## config.mk

```make
export PLATFORM = sky130hd
export DESIGN_NAME = led_timer_bank_flat
export DESIGN_NICKNAME = d
export VERILOG_FILES = /design/src/rtl/led_timer_pkg.sv /design/src/rtl/led_timer_bank_if.sv /design/src/rtl/led_timer_ch.sv /design/src/rtl/led_timer_bank.sv /design/src/flat_wrapper.sv
export SDC_FILE = /design/constraint.sdc
export NUM_CORES = 1
export LEC_CHECK = 0
export CELL_PAD_IN_SITES_DETAIL_PLACEMENT = 0
export CELL_PAD_IN_SITES_GLOBAL_PLACEMENT = 1
export CORE_MARGIN = 2
export CORE_UTILIZATION = 53
export DETAILED_ROUTE_END_ITERATION = 16
export PLACE_DENSITY_LB_ADDON = 0.05
export RECOVER_POWER = 50
export SETUP_SLACK_MARGIN = 0.5
export SYNTH_ARGS = -nofsm -noshare
export SYNTH_HDL_FRONTEND = slang
export SYNTH_SLANG_ARGS = --single-unit
```

## constraint.sdc

```tcl
create_clock -name CLK -period 2.81 [get_ports CLK]
set_input_delay 0.7025 -clock CLK [delete_from_list [all_inputs] [get_ports CLK]]
set_output_delay 0.7025 -clock CLK [all_outputs]
set_load 0.01 [all_outputs]
```

## src/rtl/led_timer_pkg.sv

```systemverilog
// Shared types and default sizing for the LED timer bank.
package led_timer_pkg;

    typedef enum logic [1:0] {
        MODE_OFF   = 2'd0,
        MODE_ON    = 2'd1,
        MODE_BLINK = 2'd2,
        MODE_PWM   = 2'd3
    } mode_e;

    localparam int DEF_NUM_CH    = 5;
    localparam int DEF_PRESC_DIV = 12_000_000 / 8;
    localparam int DEF_DUTY_W    = 8;

    // Channel index width; a single channel still gets a 1-bit select.
    function automatic int ch_idx_w(input int n);
        return (n > 1) ? $clog2(n) : 1;
    endfunction

endpackage

```

## src/rtl/led_timer_bank_if.sv

```systemverilog
// Configuration write bus for the LED timer bank.
interface led_timer_bank_if #(
    parameter int NUM_CH = led_timer_pkg::DEF_NUM_CH,
    parameter int DUTY_W = led_timer_pkg::DEF_DUTY_W
);
    localparam int CH_W = led_timer_pkg::ch_idx_w(NUM_CH);

    logic              wr_en;
    logic [CH_W-1:0]   wr_ch;
    logic [1:0]        wr_mode;
    logic [DUTY_W-1:0] wr_val;

    modport master (output wr_en, wr_ch, wr_mode, wr_val);
    modport slave  (input  wr_en, wr_ch, wr_mode, wr_val);

endinterface

```

## src/rtl/led_timer_ch.sv

```systemverilog
// One LED channel: config registers, blink divider and next-LED mux.
module led_timer_ch
    import led_timer_pkg::*;
#(
    parameter int DUTY_W = DEF_DUTY_W
) (
    input  logic              CLK,
    input  logic              RST_N,
    input  logic              wr_sel_i,
    input  logic [1:0]        wr_mode_i,
    input  logic [DUTY_W-1:0] wr_val_i,
    input  logic              wrap_i,
    input  logic [DUTY_W-1:0] pwm_cnt_i,
    output logic              led_d_o
);

    mode_e             mode_q, mode_d;
    logic [DUTY_W-1:0] val_q, val_d;
    logic [DUTY_W-1:0] div_q, div_d;
    logic              blink_q, blink_d;

    // A write on the wrap cycle takes priority, so the divider restarts cleanly.
    always_comb begin
        mode_d  = mode_q;
        val_d   = val_q;
        div_d   = div_q;
        blink_d = blink_q;
        if (wr_sel_i) begin
            mode_d  = mode_e'(wr_mode_i);
            val_d   = wr_val_i;
            div_d   = '0;
            blink_d = 1'b0;
        end else if (mode_q != MODE_BLINK) begin
            div_d   = '0;
            blink_d = 1'b0;
        end else if (wrap_i) begin
            if (div_q == val_q) begin
                blink_d = ~blink_q;
                div_d   = '0;
            end else begin
                div_d = div_q + DUTY_W'(1);
            end
        end
    end

    always_ff @(posedge CLK or negedge RST_N) begin
        if (!RST_N) begin
            mode_q  <= MODE_OFF;
            val_q   <= '0;
            div_q   <= '0;
            blink_q <= 1'b0;
        end else begin
            mode_q  <= mode_d;
            val_q   <= val_d;
            div_q   <= div_d;
            blink_q <= blink_d;
        end
    end

    always_comb begin
        led_d_o = 1'b0;
        case (mode_q)
            MODE_OFF:   led_d_o = 1'b0;
            MODE_ON:    led_d_o = 1'b1;
            MODE_BLINK: led_d_o = blink_q;
            MODE_PWM:   led_d_o = (pwm_cnt_i < val_q);
            default:    led_d_o = 1'b0;
        endcase
    end

endmodule

```

## src/rtl/led_timer_bank.sv

```systemverilog
// Bank of NUM_CH LED timers sharing one blink prescaler and one PWM phase counter.
module led_timer_bank
    import led_timer_pkg::*;
#(
    parameter int NUM_CH    = DEF_NUM_CH,
    parameter int PRESC_DIV = DEF_PRESC_DIV,
    parameter int DUTY_W    = DEF_DUTY_W
) (
    input  logic              CLK,
    input  logic              RST_N,
    led_timer_bank_if.slave   wr,
    output logic [NUM_CH-1:0] led,
    output logic              tick
);

    localparam int            CH_W      = ch_idx_w(NUM_CH);
    localparam int            PW        = $clog2(PRESC_DIV);
    localparam logic [PW-1:0] PRESC_MAX = PW'(PRESC_DIV - 1);

    logic [PW-1:0]     presc_q, presc_d;
    logic [DUTY_W-1:0] pwm_cnt_q, pwm_cnt_d;
    logic              tick_q;
    logic [NUM_CH-1:0] led_q, led_d;
    logic [NUM_CH-1:0] wr_sel;
    logic              wrap;

    assign wrap      = (presc_q == PRESC_MAX);
    assign presc_d   = wrap ? '0 : presc_q + PW'(1);
    assign pwm_cnt_d = pwm_cnt_q + DUTY_W'(1);

    always_ff @(posedge CLK or negedge RST_N) begin
        if (!RST_N) begin
            presc_q   <= '0;
            pwm_cnt_q <= '0;
            tick_q    <= 1'b0;
            led_q     <= '0;
        end else begin
            presc_q   <= presc_d;
            pwm_cnt_q <= pwm_cnt_d;
            tick_q    <= wrap;
            led_q     <= led_d;
        end
    end

    // Out-of-range channel indices match no lane and are dropped.
    for (genvar k = 0; k < NUM_CH; k++) begin : g_ch
        assign wr_sel[k] = wr.wr_en && (wr.wr_ch == CH_W'(k));

        led_timer_ch #(
            .DUTY_W (DUTY_W)
        ) u_ch (
            .CLK       (CLK),
            .RST_N     (RST_N),
            .wr_sel_i  (wr_sel[k]),
            .wr_mode_i (wr.wr_mode),
            .wr_val_i  (wr.wr_val),
            .wrap_i    (wrap),
            .pwm_cnt_i (pwm_cnt_q),
            .led_d_o   (led_d[k])
        );
    end

    assign led  = led_q;
    assign tick = tick_q;

endmodule
```

## src/flat_wrapper.sv

```systemverilog
// flat-port wrapper written by rule: the top's interface ports become plain ports
module led_timer_bank_flat import led_timer_pkg::*;
#(
    parameter int NUM_CH    = DEF_NUM_CH,
    parameter int PRESC_DIV = DEF_PRESC_DIV,
    parameter int DUTY_W    = DEF_DUTY_W
)
  (CLK, RST_N, led, tick, wr_wr_en, wr_wr_ch, wr_wr_mode, wr_wr_val);
  led_timer_bank_if #(.NUM_CH(NUM_CH), .DUTY_W(DUTY_W)) wr_i ();
  input  logic CLK;
  input  logic RST_N;
  output logic [NUM_CH-1:0] led;
  output logic tick;
  input wire logic [$bits(wr_i.wr_en)-1:0] wr_wr_en;
  input wire logic [$bits(wr_i.wr_ch)-1:0] wr_wr_ch;
  input wire logic [$bits(wr_i.wr_mode)-1:0] wr_wr_mode;
  input wire logic [$bits(wr_i.wr_val)-1:0] wr_wr_val;
  assign wr_i.wr_en = wr_wr_en;
  assign wr_i.wr_ch = wr_wr_ch;
  assign wr_i.wr_mode = wr_wr_mode;
  assign wr_i.wr_val = wr_wr_val;
  led_timer_bank #(.NUM_CH(NUM_CH), .PRESC_DIV(PRESC_DIV), .DUTY_W(DUTY_W)) u_core (.CLK(CLK), .RST_N(RST_N), .wr(wr_i), .led(led), .tick(tick));
endmodule
```

**Yosys cells after proc, flatten, opt, wreduce, memory -nomap -nowiden**

Index checks and enable logic that the tools add are counted.
W data, S select, Z words.

- $add $sub $neg: 7
- Magnitude comparators: 5
- Equal/unequal tests: 30
- Mux-type cells: 46
- Bitwise gates (word level): 5
- Reduce and logical (&&, ||, !) cells: 26

Operator list:

| operator | number |
|---|---|
| $mux W8 | 20 |
| $add A8 B1 Y8 const B | 6 |
| $eq A8 B8 Y1 | 5 |
| $lt A8 B8 Y1 | 5 |
| $reduce_bool A3 Y1 | 10 |
| $add A21 B1 Y21 const B | 1 |
| $eq A21 B21 Y1 const B | 1 |
| $mux W21 | 1 |
| $eq A2 B2 Y1 const B | 10 |
| $mux W1 | 20 |
| $pmux W1 S4 | 5 |
| $eq A2 B1 Y1 const B | 5 |
| $logic_not A2 Y1 | 5 |
| $ne A2 B2 Y1 const B | 5 |
| $reduce_and A2 Y1 | 5 |
| $eq A3 B2 Y1 const B | 2 |
| $logic_and A1 B1 Y1 | 5 |
| $not A1 Y1 | 5 |
| $eq A3 B1 Y1 const B | 1 |
| $eq A3 B3 Y1 const B | 1 |
| $logic_not A3 Y1 | 1 |

- Bits in registers: 130
- Output and inout port bits: 6
- Logic and storage cells: 143

**Depth between registers and ports, before layout**

- Word-level depth: 5
- Depth in mapped cells: 8
- Gate-level depth less buffers: 7

**Modules after synthesis**

A second synthesis with hierarchy kept.

- Cell total of the unflattened synthesis: 707
- Area, all modules: 7,108.1 sq um

By module, submodules not included:

| module | instances | cells each | area an instance (sq um) |
|---|---|---|---|
| led_timer_ch | 5 | 114 | 1,106.1 |
| led_timer_bank | 1 | 137 | 1,577.8 |

**Worst setup path after synthesis**

OpenSTA, ideal clock, no wires.

- Path type: input to register
- From: in wr_wr_ch[1]
- To: reg u_core.g_ch[0].u_ch.div_q[3]
- Library setup time: 0.131 ns
- Data arrival time: 2.002 ns
- Required time: 2.679 ns
- Slack: 0.677 ns
- Cell stages on the path: 6
- Path buffers: 1
- Cells stage by stage: nor4b_2 -> nor2b_1 -> buf_2 -> o211a_1 -> a41oi_1 -> o31ai_1

- Word-level cells in the longest chain between the ends: 3
- Elaborated cells on any way between the ends: 4
- Those cells by class: mux: 1; reduce/logical: 3

Ends and longest elaborated chain:

| element | line | text |
|---|---|---|
| start, declared | flat_wrapper.sv:15 | `input wire logic [$bits(wr_i.wr_ch)-1:0] wr_wr_ch;` |
| $logic_not A3 Y1 (*) | led_timer_bank.sv:47 | `assign wr_sel[k] = wr.wr_en && (wr.wr_ch == CH_W'(k));` |
| $logic_and A1 B1 Y1 (*) | led_timer_bank.sv:47 |  |
| $reduce_bool A3 Y1 (no source line) / $mux W8 (equally long branches) | -- |  |
| end signal, assigned | led_timer_ch.sv:55 | `div_q <= div_d;` |
| end, declared | led_timer_ch.sv:19 | `logic [DUTY_W-1:0] div_q, div_d;` |

Mark *: on every way between the ends. The rest lies on a longest branch, timed or not.
A chain may end at the register's enable or synchronous reset.

**Final worst setup path**

- From: reg u_core.presc_q[0]
- To: reg u_core.g_ch[0].u_ch.div_q[5]

- Word-level cells in the longest chain between the ends: 2

Ends and longest elaborated chain:

| element | line | text |
|---|---|---|
| start, declared | led_timer_bank.sv:20 | `logic [PW-1:0] presc_q, presc_d;` |
| start signal, assigned | led_timer_bank.sv:38 | `presc_q <= presc_d;` |
| $eq A21 B21 Y1 | led_timer_bank.sv:27 | `assign wrap = (presc_q == PRESC_MAX);` |
| $reduce_bool A3 Y1 (no source line) | -- |  |

No other way between the ends.

==> flow_summary.yaml <==
sta:
  slew_viol_final: 0
  fmax_mhz: 451
  finalClockSkew_ns: 0.00964
  slew_headroom_pct: 5.20
  grt_setup_unrepaired: "true"
  post-route-period-util_pct: 78.9
  min_period_ns: 2.22
  setup_viol_count_final: 0
  hold_violations: 0
  timing.setup.tns_ns: 0
  tightestPinTransition_ns: 1.42
global_routing:
  grt_pass1_vias: 5698
  grt_usage_pct: 26.1
  grt_pass1_wl_um: 29500
  antenna_found_initial: 0
  grt_max_degree: 59
  grt.overflow.total: 0
worst_setup_path:
  crit_type: "reg -> reg"
  cp_data_required_time_ns: 3.13
  end_kind: "flip-flop"
  arrival_ns: 2.54
  crit_fanout: 18
  cp-start-kind: "flip-flop"
clock_tree:
  numClockSinks: 130
  root_buffer: "clkbuf_16"
  clk_latency_ns: 0.43
  path_clk_slew_ns: 0.06
  cts_hold_buf: 0
  htree_num_levels: 4
  clockBufferDepth: 2
  cts_buffers: 17
  cts_tree: "yes"
final_layout:
  drive_gt1_share_pct: 12.2
  final_cells: 960
  final_area_mm2: 0.00847
  antenna_cells: 0
  regArea_mm2: 0.00325
  multiInputGateArea_mm2: 0.00382
  fillers: 1099
  final_nets: 829
  syn_to_final_growth_pct: 15.4
route:
  drtIter0Drc: 460
  drt-vias-per-instance: 6.03
  first_pass_iters: 7
  via_count: 5791
  drc: 0
  wl_um: 18100
  antenna_left: 0
  wl_per_cell_um: 18.9
synth:
  synth_edf_count: 0
  yosys.area_share.simple_pct: 19.6
  synth_area_mm2: 0.00734
  yosysWarningCount: 0
  yosysSeqAreaShare_pct: 44.3
  syn_nets: 796
  synth_cell_type_count: 55
  avgSynthCellArea_um2: 9.94
  async_reset_ff_share_pct: 100
  yosys_register_bits: 130
  synthAdderAreaFrac_pct: 7.16
  synth_mux_area_share_pct: 3.53
  synth_compound_area_share_pct: 14.3
  synth_xor_area_share_pct: 7.28
  syn_inst: 738
  synthFlopType: "dfrtp_1"
  synth_top_family_by_area: "simple AND/OR/NAND/NOR gates"
floorplan:
  rows: 42
  num_io_pins: 22
  die_x_um: 122
  die_h_um: 122
  initial_core_util_pct: 54.8
  core_area_mm2: 0.0134
  dieArea_mm2: 0.0148
pwr:
  seq_power_share_pct: 39.8
  switching_share_pct: 26.1
  power_switching_mw: 1.45
  combPwrFrac_pct: 15.3
  p_int_mw: 4.11
  p_leak_nw: 3.81
  pwr-share-clk_pct: 44.9
  vdd_drop_max_uv: 546
  p_per_area_mw_per_mm2: 656
placed_design:
  port_buffers: 21
  place_area_mm2: 0.00780
  dpl.hpwl_um: 12500
  place_inst: 928
  gp_congestion: 0.837
outcome:
  status: "finished clean"
min_path:
  hp-class: "reg -> reg"
flow_run:
  cap_violations: 0
-- synthesized netlist by cell type, types with 3 or more instances --
cell	count	area share [%]
o22ai_1	8	0.68
nor3_1	4	0.27
inv_1	37	1.9
nand2b_1	8	0.68
or3b_1	3	0.36
xor2_1	33	3.9
o41ai_1	5	0.60
and4_1	3	0.36
mux2_2	23	3.5
buf_2	7	0.48
and4bb_1	6	1.0
o31ai_1	12	1.2
o221ai_1	3	0.36
a211oi_1	5	0.51
clkbuf_1	15	0.77
a21boi_0	4	0.41
nor3b_1	6	0.61
or2_2	5	0.43
nand3_1	41	2.8
dfrtp_1	130	44
buf_6	3	0.46
nor2b_1	11	0.94
nand2_1	69	3.5
a22o_1	8	0.95
nand4_1	16	1.4
ha_1	42	7.2
or3_1	5	0.43
and3_1	24	2.0
o211ai_1	9	0.92
a41oi_1	6	0.72
nor4_1	9	0.77
nor2_1	36	1.8
a32oi_1	12	1.4
a21oi_1	22	1.5
o21ai_0	49	3.3
a21o_1	3	0.31
o211a_1	6	0.82
xnor2_1	28	3.3
-- cell type report --
type | count | area share, %
clock buffers | 22 | 5.72
clock inverters | 10 | 2.10
well taps | 176 | 2.60
repair buffers | 41 | 4.36
multi-input cells | 543 | 45.1
flip-flops and latches | 130 | 38.4
inverters | 38 | 1.70
-- critical path: stages (launching register included) --
cell and delay [ns]:
dfrtp_1 0.38, ha_1 0.25, nand4_1 0.18, nor2_1 0.32
nand4_2 0.18, clkinv_2 0.31, nand3_2 0.18, o31ai_1 0.32
-- metal layers --
metal / part of all wire (%) / global-route usage, %
met5: 0 / 0
met4: 1.8 / 7.47
met3: 3.2 / 5.48
met2: 47 / 42.0
met1: 48 / 36.0
-- stage by stage --
step                hold slack, ns  power, mW  util [%]  setup WS [ns]
floorplan                    0.407       2.76         -          0.677
global placement             0.478       3.05      58.2          0.184
detailed placement           0.488       3.09      58.2          0.120
CTS                          0.249       5.58      63.1          0.502
global route                 0.512       5.80      63.2          0.460
finish                       0.493       5.56      63.2          0.594
-- path summary, 6_finish.rpt --
kind | start | to | slack (ns) | cells past startpoint
hold reg to reg | u_core.presc_q[0] | u_core.presc_q[0] | 0.49 | 1
max in group asynchronous | RST_N | u_core.g_ch[4].u_ch.blink_q | 0.96 | 2
hold / removal | u_core.presc_q[0] | u_core.presc_q[0] | 0.49 | 1
min in group asynchronous | RST_N | u_core.g_ch[2].u_ch.div_q[1] | 0.61 | 1
setup / recovery | u_core.presc_q[0] | u_core.g_ch[0].u_ch.div_q[5] | 0.59 | 7
setup reg to reg | u_core.presc_q[0] | u_core.g_ch[0].u_ch.div_q[5] | 0.59 | 7
-- power by group through the flow --
stage	clock, mW	combinational [mW]	sequential (mW)
final	2.50	0.849	2.21
after detailed placement	0	0.846	2.24
after global routing	2.61	0.958	2.23
after floorplan	0	0.551	2.21
after CTS	2.51	0.855	2.21
after global placement	0	0.815	2.24
-- flip-flops by register name, indices dropped and copies added, names as in the netlist --
name / cells
u_core.presc_q: 21
u_core.g_ch.u_ch.val_q: 40
u_core.g_ch.u_ch.blink_q: 5
u_core.g_ch.u_ch.div_q: 40
u_core.g_ch.u_ch.mode_q: 10
u_core.pwm_cnt_q: 8
u_core.tick: 1
u_core.led: 5
-- placed cells by master, fill, tap and decap left out, types with 17 or more instances in the layout --
| cell type | synthesis | final |
|---|---|---|
| dfrtp_1 | 130 | 130 |
| nand2_1 | 69 | 69 |
| o21ai_0 | 49 | 49 |
| ha_1 | 42 | 42 |
| nand3_1 | 41 | 41 |
| inv_1 | 37 | 37 |
| nor2_1 | 36 | 35 |
| xor2_1 | 33 | 33 |
| xnor2_1 | 28 | 28 |
| and3_1 | 24 | 24 |
| mux2_2 | 23 | 23 |
| a21oi_1 | 22 | 22 |
| clkdlybuf4s50_1 | 0 | 20 |
| clkbuf_16 | 0 | 17 |
| buf_4 | 1 | 17 |
-- logic make-up (layout without fill, tap and decap cells) --
group | count (synthesis) | count (layout)
compound gates | 157 | 157
buf+inv | 65 | 111
mux | 23 | 23
simple gates | 260 | 260
fa+ha+maj | 42 | 42
flops | 130 | 130
xor+xnor | 61 | 61
-- timing repair --
action	CTS	global route
setup buffers	0	0
endpoints found under the setup margin	1	18
gates resized for setup	2	5
No activity file was read; power rests on OpenSTA's default activity.
